$ cat config.mk
export PLATFORM = sky130hd
export DESIGN_NAME = sub64_result_stage
export DESIGN_NICKNAME = d
export VERILOG_FILES = /design/src/rtl/sub64_pkg.sv /design/src/rtl/sub64_fifo2.sv /design/src/rtl/sub64_result_stage.sv
export SDC_FILE = /design/constraint.sdc
export NUM_CORES = 1
export LEC_CHECK = 0
export CAP_MARGIN = 5
export CORE_MARGIN = 4
export CORE_UTILIZATION = 54
export DETAILED_ROUTE_END_ITERATION = 16
export GPL_TIMING_DRIVEN = 0
export PLACE_DENSITY = 0.95
export SKIP_LAST_GASP = 1
export SLEW_MARGIN = 20
export SYNTH_ARGS = -nofsm -noshare
export SYNTH_HDL_FRONTEND = slang
export SYNTH_SLANG_ARGS = --single-unit
$ cat constraint.sdc
create_clock -name clk -period 11.9 [get_ports clk]
set_input_delay 3.57 -clock clk [delete_from_list [all_inputs] [get_ports clk]]
set_output_delay 3.57 -clock clk [all_outputs]
set_load 0.1 [all_outputs]
$ cat src/rtl/sub64_pkg.sv
// rtl/sub64_pkg.sv - shared types and constants for the 64-bit subtractor result stage
package sub64_pkg;

   localparam int SUB64_W = 64;
   localparam logic [SUB64_W-1:0] SUB64_SAT_MAX = 64'h7FFF_FFFF_FFFF_FFFF;
   localparam logic [SUB64_W-1:0] SUB64_SAT_MIN = 64'h8000_0000_0000_0000;

   typedef struct packed {
      logic [SUB64_W-1:0] result;
      logic               overflow;
   } sub64_entry_t;

   // An overflowed difference clamps toward the sign of A: negative A can only underflow.
   function automatic logic [SUB64_W-1:0] sub64_saturate(
      input logic [SUB64_W-1:0] result,
      input logic               overflow,
      input logic               a_sign
   );
      if (!overflow)
         return result;
      return a_sign ? SUB64_SAT_MIN : SUB64_SAT_MAX;
   endfunction

endpackage

$ cat src/rtl/sub64_fifo2.sv
// rtl/sub64_fifo2.sv - two-entry valid/ready FIFO of sub64_entry_t with registered storage
module sub64_fifo2
   import sub64_pkg::*;
(
   input  logic         clk,
   input  logic         rst,
   input  logic         in_valid,
   output logic         in_ready,
   input  sub64_entry_t in_data,
   output logic         out_valid,
   input  logic         out_ready,
   output sub64_entry_t out_data
);

   logic [1:0]   cnt;
   logic         head;
   logic         tail;
   sub64_entry_t mem [2];
   logic         push;
   logic         pop;

   // Ready depends only on occupancy, so the producer never sees out_ready combinationally.
   assign in_ready  = (cnt != 2'd2) && !rst;
   assign out_valid = (cnt != 2'd0);
   assign out_data  = mem[head];

   assign push = in_valid && (cnt != 2'd2);
   assign pop  = out_ready && (cnt != 2'd0);

   always_ff @(posedge clk or posedge rst) begin
      if (rst) begin
         cnt    <= 2'd0;
         head   <= 1'b0;
         tail   <= 1'b0;
         mem[0] <= '0;
         mem[1] <= '0;
      end else begin
         if (push) begin
            mem[tail] <= in_data;
            tail      <= ~tail;
         end
         if (pop)
            head <= ~head;
         case ({push, pop})
            2'b10:   cnt <= cnt + 2'd1;
            2'b01:   cnt <= cnt - 2'd1;
            default: cnt <= cnt;
         endcase
      end
   end

endmodule

$ cat src/rtl/sub64_result_stage.sv
// rtl/sub64_result_stage.sv - buffered result stage with overflow status; SUB64_SAT_EN enables saturation
module sub64_result_stage
   import sub64_pkg::*;
#(
   parameter int COUNT_W = 16
) (
   input  logic               clk,
   input  logic               rst,
   input  logic               in_valid,
   output logic               in_ready,
   input  logic [SUB64_W-1:0] in_result,
   input  logic               in_overflow,
   input  logic               in_a_sign,
   output logic               out_valid,
   input  logic               out_ready,
   output logic [SUB64_W-1:0] out_result,
   output logic               out_overflow,
   input  logic               clr_status,
   output logic               ovf_sticky,
   output logic [COUNT_W-1:0] ovf_count
);

   sub64_entry_t wr_entry;
   sub64_entry_t rd_entry;
   logic         accept;
   logic         ovf_accept;

`ifdef SUB64_SAT_EN
   assign wr_entry.result = sub64_saturate(in_result, in_overflow, in_a_sign);
`else
   logic unused_a_sign;
   assign unused_a_sign   = in_a_sign;
   assign wr_entry.result = in_result;
`endif
   assign wr_entry.overflow = in_overflow;

   sub64_fifo2 u_fifo (
      .clk       (clk),
      .rst       (rst),
      .in_valid  (in_valid),
      .in_ready  (in_ready),
      .in_data   (wr_entry),
      .out_valid (out_valid),
      .out_ready (out_ready),
      .out_data  (rd_entry)
   );

   assign out_result   = rd_entry.result;
   assign out_overflow = rd_entry.overflow;

   assign accept     = in_valid && in_ready;
   assign ovf_accept = accept && in_overflow;

   // A clear coinciding with an overflow accept clears first, then counts that overflow.
   always_ff @(posedge clk or posedge rst) begin
      if (rst) begin
         ovf_sticky <= 1'b0;
         ovf_count  <= '0;
      end else if (ovf_accept) begin
         ovf_sticky <= 1'b1;
         if (clr_status)
            ovf_count <= COUNT_W'(1);
         else if (ovf_count != '1)
            ovf_count <= ovf_count + COUNT_W'(1);
      end else if (clr_status) begin
         ovf_sticky <= 1'b0;
         ovf_count  <= '0;
      end
   end

endmodule

Yosys cells after proc, flatten, opt, wreduce, memory -nomap -nowiden:

Index checks and enable logic that the tools add are counted.

* register bits: 151
* input port bits: 71

* $add $sub $neg: 3
* magnitude comparators: 3
* eq/ne operators: 4
* muxes and demuxes: 13
* bitwise gates (word level): 4
* reduce and logical (&&, ||, !) cells: 12

Operators by type and width (count)
* $mux 65: 4
* $bwmux 130: 1
* $demux 65 s1: 1
* $mux 16: 4
* $add 16x1->16 const B: 1
* $ne 16x16->1 const B: 1
* $reduce_bool 2->1: 4
* $logic_and 1x1->1: 6
* $ge 2x2->1 const B: 2
* $not 1->2: 2
* $pmux 2 s2: 1
* $add 2x1->2 const B: 1
* $eq 2x1->1 const B: 1
* $eq 2x2->1 const B: 1
* $lt 2x1->1 const B: 1
* $mux 1: 2
* $ne 2x2->1 const B: 1
* $not 1->1: 2
* $reduce_and 2->1: 1
* $sub 2x1->2 const B: 1
* $logic_not 1->1: 1

Logic depth before layout (Yosys ltp):

Gate-level depths: netlist of run 1.

* word-level depth: 6
* depth in mapped cells: 6
* depth with buffers taken out: 6

By module:

A second synthesis of run 1 with hierarchy kept.

* cell total of the unflattened synthesis: 464
* area, all modules: 7133.1 µm²

Modules (own cells, without submodules)
* sub64_fifo2: instances 1, cells each 365, area each 6087.1 µm², seq. area each 3353.2 µm²
* sub64_result_stage: instances 1, cells each 99, area each 1046.0 µm², seq. area each 425.4 µm²

Least setup slack after synthesis of run 1:

No wires, ideal clock.

* path kind: input to output
* start: input port rst
* end: output port in_ready
* arrival: 4.823 ns
* path slack: 3.507 ns
* stages: 1
* path buffers: 0
* cell sequence: nor2_1

* cells in the longest elaborated chain, start to end: 2

Ends and longest elaborated chain
* start: declaration: RTL line sub64_result_stage.sv:8 `input logic rst,`
* $logic_not 1->1: RTL line sub64_fifo2.sv:23 `assign in_ready = (cnt != 2'd2) && !rst;`
* $logic_and 1x1->1: RTL line sub64_fifo2.sv:23
* end: declaration: RTL line sub64_result_stage.sv:10 `output logic in_ready,`

No other way between the ends.

Worst setup path after layout of run 1:

Ends and elaborated chain as after synthesis.

==> results.md, run 1 <==
* DRT Pass-1 Iters at 4
* Crit-path cells: clkdlybuf4s50_1 > nor2_1 > clkdlybuf4s50_1
* Hold depth at 1
* Antenna Nets Post-Route at 0
* Syn Std Cell Area at 6750 um^2
* Core area at 12100 um^2
* Synth warn at 0
* Post-synth EDFFs at 0
* Layout cell share with drive strength beyond 1 at 22.5%
* Stages on the worst setup path at 3
* Max Fclk at 0.110 GHz
* Die W at 120 um
* Synth Area per Inst at 14.5 um^2
* Status: completed
* Setup crit start kind: input port
* Total CTS buffers at 17
* Worst-margin pin slew at 1.05 ns
* Via density at between 5 and 6
* Initial core utilization at 55.7%
* Cell mode on critical path: clkdlybuf4s50_1
* Synth cell count leaders: dfrtp_1 (151), mux2_1 (110), mux2_2 (85), buf_2 (13)
* Clk_lat worst skew at 0.42 ns
* Number of synthesized register bits at ~150
* Ant. Diodes at 0
* Area leader, netlist: dfrtp_1
* R2r worst-path depth at 5
* Largest net degree at the start of global routing at 85
* Most common cell in the netlist: dfrtp_1
* Syn Inst Count at between 400 and 500
* Post-cts sizing count at 0
* Max cap viols at 0
* Crit path kind: input port to output pin
* Mapped Nets at approximately 540
* WL final at 15800 um
* Layout Nets at 710
* Number of post-CTS setup repair buffers at 0
* Top FF cell, synth: dfrtp_1
* Longest Clk Path Bufs at 2
* H-tree levels at 4
* Synth top area cells: dfrtp_1 (56%), mux2_1 (18%), mux2_2 (14%), buf_2 (0.96%), xnor2_1 (0.65%)
* Die Y-Extent at approximately 120 um
* Share of the synthesized area in the top cell type at a little under three fifths
* Crit-path max cell delay at about 1.2 ns
* Vias in the first global route at between 4000 and 5000
* Root Buffer: clkbuf_16
* Critical Path AT at 5.54 ns
* Final min period at 9.11 ns
* DRC viols at 0
* Clk sink count at 151
* Register clock-pin slew on the reported worst setup and hold paths at ~0.05 ns
* Global-route wire length before repair at 25600 um
* DRT iter0 DRCs at 173
* Die Area at 14400 um^2
* Family with the most delay on the worst path: buffers and inverters
* GPL Wtd Cong at 0.814
* Port Buffer Count at 152
* Setup TNS at 0 ns
* CTS tree: done
* Aggregate global routing overflow at 0
* Clock Skew at 0.00660 ns
* CP max FO at 6
* Final setup viols at 0
* Sequential area share after synthesis at 56.0%
* Initial antenna violation count at 0
* Pins Over Slew Limit at 0
* Tot GR Track Use at 22.9%
* Hold_buf cts at 0
* Ports at 155
* WL/cell at 19.3 um
* Hold Path Class: flip-flop to flip-flop
* RSZ-0062 raised after global routing: false
* Async set-or-reset flop fraction in the synthesized netlist at 100%
* Relative max-transition margin at 30.0%
* Buf/Inv on CP at 2
* Endpoint type of the worst setup path: output pin
* Rows at 40
* Critical Path RT at 8.33 ns
* Synth cell types at 42
* Final hold violations at 0
* HPWL after DPL at 11100 um
* Slowest stage cell, crit path: clkdlybuf4s50_1
* Vias at 4449
* Period utilisation layout at 76.6%
* Layout area overhead at 35.9%
-- metrics by stage --
| stage | worst slack (ns) | hold WS, ns | instances | cell area, um^2 | util (%) |
|---|---|---|---|---|---|
| 3_3_place_gp | 2.41 | 0.463 | 785 | 8480 | 70.0 |
| 2_1_floorplan | 3.51 | 0.454 | 465 | 6750 | - |
| 3_5_place_dp | 2.77 | 0.473 | 786 | 8520 | 70.3 |
| 4_1_cts | 2.76 | 0.488 | 816 | 9180 | 75.8 |
| 5_1_grt | 2.71 | 0.501 | 816 | 9180 | 75.8 |
| 6_report | 2.79 | 0.481 | 816 | 9180 | 75.8 |
-- path summary, 6_finish.rpt --
path                            slack [ns]         endpoint      startpoint
worst max-delay path                  2.79         in_ready             rst
worst min-delay path                  0.48   u_fifo.mem[69]  u_fifo.mem[69]
max in group asynchronous             7.36  u_fifo.mem[129]             rst
worst min register to register        0.48   u_fifo.mem[69]  u_fifo.mem[69]
worst max register to register       10.02   u_fifo.mem[27]   u_fifo.cnt[0]
min in group asynchronous             3.82     ovf_count[3]             rst
-- state kept, by name (all words and copies together), names as in the netlist --
register / count
u_fifo.mem: 130
ovf_count: 16
u_fifo.cnt: 2
ovf_sticky: 1
u_fifo.head: 1
u_fifo.tail: 1
-- cells in the final DEF, fill, tap and decap left out, types with 6 or more instances in the layout --
cell,instances
nor3_1,6
buf_2,13
clkdlybuf4s50_1,152
mux2_2,85
bufinv_16,6
mux2_1,110
nand2_1,11
clkbuf_16,17
clkbuf_1,6
a21oi_1,7
dfrtp_1,151
nor2_1,11
-- per-layer routing --
metal / vias up / GRT usage (%) / wire length [um]
li1: 2022 / - / -
met5: - / 0 / 0
met1: 2247 / 27.6 / 6480
met4: 0 / 9.45 / 399
met2: 150 / 39.2 / 8000
met3: 30 / 6.17 / 905
-- final cells by class --
| type | instances | area [um^2] |
|---|---|---|
| Sequential cell | 151 | 3780 |
| Fill cell | 810 | 2940 |
| Multi-Input combinational cell | 287 | 2840 |
| Timing Repair Buffer | 153 | 1550 |
| Clock buffer | 21 | 460 |
| Tap cell | 168 | 210 |
| Clock inverter | 9 | 198 |
| Buffer | 23 | 121 |
| Inverter | 4 | 22.5 |
-- logic make-up after synthesis --
group,share of synthesized area (%)
AO/OA/AOI/OAI,2.41
XOR/XNOR,1.30
adder cells (fa/ha/maj),0.371
buffers and inverters,2.02
flip-flops,56.0
multiplexers,32.5
AND/OR/NAND/NOR,5.41
Power of run 1 is left out: the tool's default activity adds up to more than one toggle a clock period on the data nets, which glitch-free logic cannot reach.
==> run 2, diff against run 1 <==
CORE_UTILIZATION = 45   (was 54)
PLACE_DENSITY = 0.86   (was 0.95)
clock period = 7.5 ns   (was 11.9 ns; I/O delays follow)
==> results.md, run 2 (synthesis gave the netlist of run 1 again) <==
* WL final at about 16000 um
* Clk sink count at 151
* Largest register FFs at 130
* Buf/Inv on CP at 2
* Largest Register: u_fifo.mem
* Aggregate global routing overflow at 0
* Worst-margin pin slew at 1.03 ns
* Critical Path RT at 5.25 ns
* Clock Skew at slightly above 0.007 ns
* HPWL after DPL at 11200 um
* Slowest stage cell, crit path: clkdlybuf4s50_1
* Crit-path cells: clkdlybuf4s50_1 > nor2_1 > clkdlybuf4s50_1
* Die Y-Extent at about 130 um
* Max cap viols at 0
* Status: completed
* Most frequent cells in the layout: clkdlybuf4s50_1 (152), dfrtp_1 (151), mux2_1 (110)
* Vias at 4375
* Hold_buf cts at 0
* Relative max-transition margin at 31.1%
* Ports at 155
* WL/cell at around 19 um
* Total CTS buffers at 17
* RSZ-0062 raised after global routing: false
* CTS tree: done
* Worst setup margin at 0.985 ns
* Final hold violations at 0
* Max Fclk at 0.154 GHz
* Endpoint type of the worst setup path: output pin
* DRC viols at 0
* Most common cell after layout, fill and taps aside: clkdlybuf4s50_1
* Family with the most delay on the worst path: buffers and inverters
* Global-route wire length before repair at 25000 um
* Regs by FF count: u_fifo.mem (130), ovf_count (16), u_fifo.cnt (2)
* Number of post-CTS setup repair buffers at 0
* Crit path kind: input port to output pin
* Crit-path max cell delay at about 1.2 ns
* Hold Path Class: flip-flop to flip-flop
* Setup crit start kind: input port
* H-tree levels at 4
* Core area at about 15000 um^2
* Cell mode on critical path: clkdlybuf4s50_1
* Longest Clk Path Bufs at 2
* Layout area overhead at 36.1%
* Root Buffer: clkbuf_16
* Ant. Diodes at 0
* Rows at 44
* Antenna Nets Post-Route at 0
* Pre-CTS WS at just under 1 ns
* Vias in the first global route at a little under 5000
* Final setup viols at 0
* GPL Wtd Cong at 0.802
* Critical Path AT at 4.26 ns
* R2R Setup Slk at about 5.6 ns
* Pins Over Slew Limit at 0
* Tot GR Track Use at 18.9%
* Initial core utilization at between 40% and 50%
* Period utilisation layout at 86.9%
* Final min period at 6.51 ns
* Via density at 5.25
* Initial antenna violation count at 0
* Layout Nets at 710
* Register clock-pin slew on the reported worst setup and hold paths at approximately 0.060 ns
* Die Area at 17000 um^2
* Clk_lat worst skew at 0.41 ns
* CP max FO at 6
* Post-cts sizing count at 0
* Layout cell share with drive strength beyond 1 at 22.9%
* Die W at around 130 um
* DRT iter0 DRCs at 98
* DRT Pass-1 Iters at 4
* Largest net degree at the start of global routing at approximately 110
* Port Buffer Count at 152
run 2: per-layer routing:
| layer | global-route usage [%] | vias up | part of all wire (%) |
|---|---|---|---|
| li1 | - | 2023 | - |
| met1 | 23.7 | 2219 | 42 |
| met2 | 31.8 | 117 | 49 |
| met3 | 6.02 | 16 | 7.0 |
| met4 | 5.14 | 0 | 1.1 |
| met5 | 0 | - | 0 |
run 2: per-stage QoR:
step                setup TNS, ns  util, %  area [um^2]  instances  hold WS, ns
global placement          -104.70     58.3         8500        801        0.462
finish                          0     63.0         9190        834        0.482
detailed placement              0     58.5         8540        802        0.471
CTS                             0     63.0         9190        834        0.484
global route                    0     63.0         9190        834        0.497
floorplan                       0        -         6750        465        0.454
run 2: final timing paths:
check	start	end	depth (start not counted)
hold / removal	u_fifo.mem[101]	u_fifo.mem[101]	1
setup / recovery	rst	in_ready	3
min in group asynchronous	rst	ovf_count[10]	2
hold reg to reg	u_fifo.mem[101]	u_fifo.mem[101]	1
setup reg to reg	u_fifo.cnt[0]	u_fifo.mem[30]	5
max in group asynchronous	rst	u_fifo.mem[24]	3
run 2: cell type report:
cell class	instances	area (um^2)
repair buffers	153	1550
flip-flops and latches	151	3780
clock buffers	20	457
multi-input cells	287	2840
clock inverters	12	196
well taps	184	230
inverters	4	22.5
plain buffers	23	121
fillers	1067	5400
Power of run 2 is left out for the same reason.
==> run 3, diff against run 2 <==
GPL_TIMING_DRIVEN = not set   (was 0)
SETUP_SLACK_MARGIN = 0.05   (was not set)
==> results.md, run 3 (synthesis gave the netlist of run 1 again) <==
* Status: completed
* Clk_lat worst skew at between 0.4 and 0.5 ns
* Die Y-Extent at 130 um
* Total CTS buffers at 17
* DRT Pass-1 Iters at 4
* H-tree levels at 4
* Global-route wire length before repair at between 20000 and 25000 um
* Worst-margin pin slew at 1.04 ns
* Setup TNS at 0 ns
* Root Buffer: clkbuf_16
* R2R Setup Slk at a little under 5 ns
* Longest Clk Path Bufs at 2
* Critical Path RT at approximately 5.3 ns
* Max cap viols at 0
* GPL Wtd Cong at 0.804
* Max Fclk at 0.176 GHz
* RSZ-0062 raised after global routing: false
* Core area at 14600 um^2
* Largest Register: u_fifo.mem
* DRT iter0 DRCs at 147
* Initial core utilization at 46.3%
* Post-route insts no fill at 814
* Multi-input logic area at approximately 2900 um^2
* Hold depth at 1
* Tot GR Track Use at 18.0%
* Largest register FFs at 130
* Vias at 4415
* Hold_buf cts at 0
* Die Area at 17000 um^2
* R2r worst-path depth at 5
* Smallest hold slack at 0.479 ns
* Final hold violations at 0
* Layout area overhead at 33.9%
* Clk sink count at approximately 150
* Layout cell share with drive strength beyond 1 at 21.4%
* Slowest stage cell, crit path: clkdlybuf4s50_1
* Reg-to-Reg End: u_fifo.mem[102]
* Antenna Nets Post-Route at 0
* Worst r2r src: u_fifo.cnt[0]
* Sequential cell area at roughly 3800 um^2
* Layout Nets at 690
* Pins Over Slew Limit at 0
* Register clock-pin slew on the reported worst setup and hold paths at 0.06 ns
* Hold Path Class: flip-flop to flip-flop
* Crit-path cells: clkdlybuf4s50_1 > nor2_1 > buf_4
* Critical Path AT at 3.44 ns
* Clock Skew at roughly 0.0063 ns
* CTS tree: done
* Crit path kind: input port to output pin
* Placed Instances at slightly below 800
* DRC viols at 0
* Die W at about 130 um
* Most frequent cells in the layout: clkdlybuf4s50_1 (152), dfrtp_1 (150), mux2_1 (110)
* Initial antenna violation count at 0
* Largest net degree at the start of global routing at 113
* Period utilisation layout at 75.9%
* CP max FO at 6
* Fill cell count at 1083
* Regs by FF count: u_fifo.mem (130), ovf_count (16), u_fifo.cnt (2)
* WL/cell at 18.1 um
* Most common cell after layout, fill and taps aside: clkdlybuf4s50_1
* Aggregate global routing overflow at 0
* Endpoint type of the worst setup path: output pin
* Worst Hold End: u_fifo.mem[127]
* Final setup viols at 0
* Post-layout util at 62.0%
* Via density at 5.42
* Post-cts sizing count at 0
* Rows at 44
* Setup crit start kind: input port
* Relative max-transition margin at 30.6%
* Crit-path max cell delay at between 0.6 and 0.7 ns
* Ports at approximately 160
* Hold_sp: u_fifo.mem[127]
* Port Buffer Count at 153
* Number of post-CTS setup repair buffers at 0
* WL final at 14700 um
* HPWL after DPL at 10100 um
* Vias in the first global route at about 5000
* Final min period at 5.69 ns
* Ant. Diodes at 0
==> run 3: cell count changes in the layout (fill, tap and decap cells not counted), sizes merged <==
cell,before,now
bufinv,5,3
clkinvlp,3,4
clkbuf,24,21
buf,20,4
==> run 3: cell type report <==
| class | count | share of cell area (%) |
|---|---|---|
| Sequential cell | 151 | 41.8 |
| Multi-Input combinational cell | 287 | 31.6 |
| Timing Repair Buffer | 156 | 17.2 |
| Clock buffer | 21 | 4.98 |
| Tap cell | 184 | 2.55 |
| Clock inverter | 11 | 1.63 |
| Inverter | 4 | 0.249 |
==> run 3: worst max-delay path, delay by kind of cell <==
family	cells	cell delay [ns]
buf+inv	2	0.94
simple gates	1	0.25
==> run 3: worst max path at each step <==
stage                         to  cells past startpoint  slack, ns  start
finish                  in_ready                      3       1.81    rst
global placement        in_ready                      3       1.86    rst
floorplan           ovf_count[0]                      1       1.19    rst
detailed placement      in_ready                      3       1.84    rst
global route            in_ready                      3       1.78    rst
CTS                     in_ready                      3       1.83    rst
==> run 3: per-stage QoR <==
| step | instance area (um^2) | worst slack, ns |
|---|---|---|
| global placement | 8440 | 1.86 |
| global route | 9040 | 1.78 |
| CTS | 9040 | 1.83 |
| floorplan | 6750 | 1.19 |
| finish | 9040 | 1.81 |
| detailed placement | 8440 | 1.84 |
==> run 3: metal layers <==
| layer | wire length [um] | GRT usage (%) | vias to the layer above |
|---|---|---|---|
| li1 | - | - | 1975 |
| met1 | 6100 | 22.3 | 2275 |
| met2 | 7340 | 30.2 | 138 |
| met3 | 1020 | 4.88 | 27 |
| met4 | 284 | 6.90 | 0 |
| met5 | 0 | 0 | - |
Power of run 3 is left out for the same reason.
